### config.mk
export PLATFORM = sky130hd
export DESIGN_NAME = icache_intc_req_slice_flat
export DESIGN_NICKNAME = d
export VERILOG_FILES = /design/src/rtl/icache_intc_req_slice_if.sv /design/src/rtl/icache_intc_req_slice.sv /design/src/flat_wrapper.sv
export SDC_FILE = /design/constraint.sdc
export NUM_CORES = 1
export LEC_CHECK = 0
export ABC_AREA = 1
export CAP_MARGIN = 20
export CORE_MARGIN = 3
export CORE_UTILIZATION = 40
export DETAILED_ROUTE_END_ITERATION = 10
export PLACE_DENSITY = 0.79
export SLEW_MARGIN = 5
export SYNTH_ARGS = -nofsm -noshare
export SYNTH_HDL_FRONTEND = slang
export SYNTH_SLANG_ARGS = --single-unit
### constraint.sdc
create_clock -name clk -period 3.45 [get_ports clk]
set_clock_uncertainty 0.05 [all_clocks]
set_input_delay 0.345 -clock clk [delete_from_list [all_inputs] [get_ports clk]]
set_output_delay 0.345 -clock clk [all_outputs]
set_load 0.03 [all_outputs]
### src/rtl/icache_intc_req_slice_if.sv
// Request handshake bundle used on both sides of the icache_intc request slice.
// master drives request/address/uid and receives grant; slave is the mirror view.
interface icache_intc_req_slice_if #(
    parameter int unsigned ADDRESS_WIDTH = 32,
    parameter int unsigned UID_WIDTH     = 16
);
    logic                     request;
    logic [ADDRESS_WIDTH-1:0] address;
    logic [UID_WIDTH-1:0]     uid;
    logic                     grant;

    modport master (
        output request,
        output address,
        output uid,
        input  grant
    );

    modport slave (
        input  request,
        input  address,
        input  uid,
        output grant
    );
endinterface

### src/rtl/icache_intc_req_slice.sv
// Registered 2-entry skid slice between the icache_intc request tree root and a bank port,
// plus round-robin flags for the tree. Optional perf counters: ICACHE_INTC_REQ_SLICE_PERF_EN.
module icache_intc_req_slice #(
    parameter int unsigned ADDRESS_WIDTH = 32,
    parameter int unsigned UID_WIDTH     = 16,
    parameter int unsigned N_MASTER      = 16,
    localparam int unsigned LOG_N_MASTER = $clog2(N_MASTER)
) (
    input  logic                    clk,
    input  logic                    rst_n,
    icache_intc_req_slice_if.slave  req_in,
    icache_intc_req_slice_if.master req_out,
    output logic [LOG_N_MASTER-1:0] rr_flag_o
`ifdef ICACHE_INTC_REQ_SLICE_PERF_EN
    ,
    input  logic                    perf_clear_i,
    output logic [31:0]             perf_stall_o,
    output logic [31:0]             perf_req_o
`endif
);

    localparam logic [1:0] StEmpty = 2'd0;
    localparam logic [1:0] StOne   = 2'd1;
    localparam logic [1:0] StFull  = 2'd2;

    logic [1:0]              count_q, count_d;
    logic                    wr_ptr_q, rd_ptr_q;
    logic [LOG_N_MASTER-1:0] rr_flag_q;
    logic [ADDRESS_WIDTH-1:0] addr_mem_q [2];
    logic [UID_WIDTH-1:0]     uid_mem_q  [2];
    logic                    push, pop;

    // Both handshake outputs come straight from the occupancy register.
    assign req_in.grant    = (count_q != StFull);
    assign req_out.request = (count_q != StEmpty);
    assign req_out.address = addr_mem_q[rd_ptr_q];
    assign req_out.uid     = uid_mem_q[rd_ptr_q];
    assign rr_flag_o       = rr_flag_q;

    assign push = req_in.request & req_in.grant;
    assign pop  = req_out.request & req_out.grant;

    always_comb begin
        count_d = count_q;
        case (count_q)
            StEmpty: if (push) count_d = StOne;
            StOne: begin
                if (push && !pop)      count_d = StFull;
                else if (pop && !push) count_d = StEmpty;
            end
            StFull:  if (pop) count_d = StOne;
            default: count_d = StEmpty;
        endcase
    end

    always_ff @(posedge clk or negedge rst_n) begin
        if (!rst_n) begin
            count_q   <= StEmpty;
            wr_ptr_q  <= 1'b0;
            rd_ptr_q  <= 1'b0;
            rr_flag_q <= '0;
        end else begin
            count_q  <= count_d;
            wr_ptr_q <= wr_ptr_q ^ push;
            rd_ptr_q <= rd_ptr_q ^ pop;
            // N_MASTER is a power of two, so natural overflow gives the mod-N wrap.
            if (push) rr_flag_q <= rr_flag_q + LOG_N_MASTER'(1);
        end
    end

    always_ff @(posedge clk) begin
        if (push) begin
            addr_mem_q[wr_ptr_q] <= req_in.address;
            uid_mem_q[wr_ptr_q]  <= req_in.uid;
        end
    end

`ifdef ICACHE_INTC_REQ_SLICE_PERF_EN
    logic [31:0] perf_stall_q, perf_req_q;

    assign perf_stall_o = perf_stall_q;
    assign perf_req_o   = perf_req_q;

    always_ff @(posedge clk or negedge rst_n) begin
        if (!rst_n) begin
            perf_stall_q <= '0;
            perf_req_q   <= '0;
        end else if (perf_clear_i) begin
            perf_stall_q <= '0;
            perf_req_q   <= '0;
        end else begin
            if (req_out.request && !req_out.grant && perf_stall_q != 32'hFFFF_FFFF)
                perf_stall_q <= perf_stall_q + 32'd1;
            if (pop && perf_req_q != 32'hFFFF_FFFF)
                perf_req_q <= perf_req_q + 32'd1;
        end
    end
`endif

`ifndef SYNTHESIS
    a_count_range: assert property (@(posedge clk) disable iff (!rst_n) count_q <= StFull);
    a_no_push_full: assert property (@(posedge clk) disable iff (!rst_n)
        !(push && count_q == StFull));
    a_no_pop_empty: assert property (@(posedge clk) disable iff (!rst_n)
        !(pop && count_q == StEmpty));
`endif

endmodule

### src/flat_wrapper.sv
// flat-port wrapper written by rule: the top's interface ports become plain ports
module icache_intc_req_slice_flat 
#(
    parameter int unsigned ADDRESS_WIDTH = 32,
    parameter int unsigned UID_WIDTH     = 16,
    parameter int unsigned N_MASTER      = 16,
    localparam int unsigned LOG_N_MASTER = $clog2(N_MASTER)
)
  (clk, rst_n, rr_flag_o, req_in_request, req_in_address, req_in_uid, req_in_grant, req_out_request, req_out_address, req_out_uid, req_out_grant);
  icache_intc_req_slice_if #(.ADDRESS_WIDTH(ADDRESS_WIDTH), .UID_WIDTH(UID_WIDTH)) req_in_i ();
  icache_intc_req_slice_if #(.ADDRESS_WIDTH(ADDRESS_WIDTH), .UID_WIDTH(UID_WIDTH)) req_out_i ();
  input  logic clk;
  input  logic rst_n;
  output logic [LOG_N_MASTER-1:0] rr_flag_o;
  input wire logic [$bits(req_in_i.request)-1:0] req_in_request;
  input wire logic [$bits(req_in_i.address)-1:0] req_in_address;
  input wire logic [$bits(req_in_i.uid)-1:0] req_in_uid;
  output wire logic [$bits(req_in_i.grant)-1:0] req_in_grant;
  output wire logic [$bits(req_out_i.request)-1:0] req_out_request;
  output wire logic [$bits(req_out_i.address)-1:0] req_out_address;
  output wire logic [$bits(req_out_i.uid)-1:0] req_out_uid;
  input wire logic [$bits(req_out_i.grant)-1:0] req_out_grant;
  assign req_in_i.request = req_in_request;
  assign req_in_i.address = req_in_address;
  assign req_in_i.uid = req_in_uid;
  assign req_in_grant = req_in_i.grant;
  assign req_out_request = req_out_i.request;
  assign req_out_address = req_out_i.address;
  assign req_out_uid = req_out_i.uid;
  assign req_out_i.grant = req_out_grant;
  icache_intc_req_slice #(.ADDRESS_WIDTH(ADDRESS_WIDTH), .UID_WIDTH(UID_WIDTH), .N_MASTER(N_MASTER)) u_core (.clk(clk), .rst_n(rst_n), .req_in(req_in_i), .req_out(req_out_i), .rr_flag_o(rr_flag_o));
endmodule
==> impl_metrics.csv <==
group,metric,value,unit
die,ioPinCount,106,
worst_setup_path,startpoint_type,"register",
sta,slew_viol_final,0,
cts,cts_root_buffer,"clkbuf_8",
sta,setup_viol,0,
sta,tns,0,ps
final_layout,fin_util,0.564,
final_layout,final_common_cell,"nand2_1",
final_layout,layout-drive-gt1-share,0.0533,
yosys,synth_area_per_cell,13.0,sq um
sta,fin_crit_sh,0.776,
grt,grt_pass1_wl,12000,um
die,dieArea,10900,sq um
sta,finalHoldViolCount,0,
final_layout,syn_to_final_growth,35.6,%
worst_setup_path,path_max_fanout,49,
final_layout,layout.nets,462,
yosys,synth.area.top_cells,"edfxtp_1 (74%), nand2_1 (16%), dfrtp_1 (5.2%), buf_4 (0.97%), inv_1 (0.87%)",
die,initial_utilization,0.416,
placed_design,gp_congestion,0.748,
routing,drt_iter0_markers,91,
final_layout,final_cell_mix,"nand2_1 (164), clkdlybuf4s50_1 (105), edfxtp_1 (96)",
cts,clockBufferDepth,2,
placed_design,io_buffer_count,105,
die,die_h,105,um
pwr,finalPower,4.51,mW
status,outcome,"finished, final reports clean",
worst_setup_path,cp-end-kind,"output port",
worst_setup_path,r2r-start,"u_core.count_q[1]",
die,die_w,105,um
pwr,ir_worst_vdd,0.000426,V
routing,via_count,2420,
yosys,syn_inst,299,
die,core,9330,sq um
pwr,p_per_area,856,nW/um^2
yosys,synth_seq_cells,104,
yosys,yosys.area.top_type,"edfxtp_1",
final_layout,nFillCells,784,
yosys,synth_nets,353,
cts,cts_resized,0,
placed_design,hpwl,5050,um
routing,routed_wl,7450,um
sta,rsz0062_at_grt,"no",
worst_setup_path,critPathArrivalTime,2280,ps
yosys,yosysWarnings,0,
grt,grt_max_degree,50,
grt,grt.total_usage,0.140,
die,row_count,35,
yosys,ys_types,16,
yosys,syn_area,3880,sq um
yosys,seq_area_frac_synth,0.794,
cts,clock-sinks,104,
worst_hold_path,hold_class,"primary input to asynchronous set/reset pin",
sta,slew-limit-headroom,0.453,
worst_setup_path,crit_path_start,"u_core.rd_ptr_q",
sta,worst_slack,774,ps
cts,worstSkewPairLatency,340,ps
grt,overflow,0,
cts,cts_buffers,9,
worst_setup_path,crit_required,3050,ps
routing,vias_per_cell,4.46,
cts,cts_tree,"built",
final_layout,final_cells,542,
sta,min_period,2680,ps
grt,antenna_found_initial,0,
flow_run,maxCapViolCount,0,
routing,drc_errors,0,
final_layout,antenna_cells,0,
grt,first_global_vias,2527,
sta,fmax,0.374,GHz
pwr,leakage,2.07,nW
placed_design,placed_cells,526,
cts,clkTransAtPathRegs,90,ps
cts,cts.hold.buffers_added,0,
yosys,netlist.area_leader.share,0.743,
cts,htree_levels,3,
routing,wire_per_inst,13.7,um
routing,dr.pass1.iters,4,
placed_design,place_ws,969,ps
routing,ant_nets,0,
sta,tightestPinTransition,820,ps
cts,post-cts-setup-buffers,0,
worst_setup_path,crit_type,"register to output port",
metrics by stage:
stage | hold slack (ps) | instance area (sq um)
floorplan | -0.591 | 3880
global placement | 480 | 5090
detailed placement | 502 | 5090
CTS | 206 | 5260
global route | 224 | 5260
finish | 219 | 5260
state kept, by name, indices dropped and copies added (netlist names):
name               cells
u_core.uid_mem_q      32
u_core.rd_ptr_q        1
u_core.count_q         2
u_core.rr_flag_o       4
u_core.addr_mem_q     64
u_core.wr_ptr_q        1
report_power, final:
part | internal, mW | switching, mW | total, mW
clock network | 0.267 | 0.398 | 0.665
registers | 1.68 | 0.0848 | 1.76
logic | 0.768 | 1.31 | 2.08
kinds of logic after synthesis:
logic type / synth area share
flip-flops: 0.794
adder cells (fa/ha/maj): 0.00645
AND/OR/NAND/NOR: 0.166
buffers and inverters: 0.0255
AO/OA/AOI/OAI: 0.00129
XOR/XNOR: 0.00677
path summary, 6_finish.rpt:
check                                          end  slack, ps  cells past startpoint
hold / removal                     u_core.wr_ptr_q        220                      1
hold reg to reg                u_core.rr_flag_o[3]        510                      2
setup reg to reg           u_core.addr_mem_q[0][0]       1340                      5
setup / recovery               req_out_address[25]        770                      4
min in group clk               u_core.rr_flag_o[3]        510                      2
max in group asynchronous          u_core.rd_ptr_q       2850                      1
critical path, cell delays in order (launching register included):
cell             delay (ps)
dfrtp_2                 410
inv_2                   600
nand2_1                 120
nand2_1                 120
clkdlybuf4s50_1         670
area by class of cell:
type	count	area, sq um	area share
clock buffer	10	128	0.0243
multi-input combinational	175	709	0.135
sequential	104	3080	0.586
timing repair buffer	108	1100	0.209
clock inverter	6	43.8	0.00832
inverter	10	37.5	0.00713
tap	129	161	0.0307
synth_stat cells (all sizes together):
cell / number
nor2: 1
inv: 10
clkbuf: 1
dfrtp: 8
nor3b: 1
xor2: 1
nand2: 164
buf: 9
o21ai: 1
ha: 2
xnor2: 2
nand4: 1
nand3: 2
edfxtp: 96
routing by layer:
layer  vias up  GRT usage  share of wire  wire [um]
li1       1211          -              -          -
met1      1137      0.153           0.40       3020
met2        62      0.260           0.52       3910
met3        10     0.0391          0.057        423
met4         0     0.0484          0.014        105
met5         -          0              0          0
(Power assumes the default switching activity.)
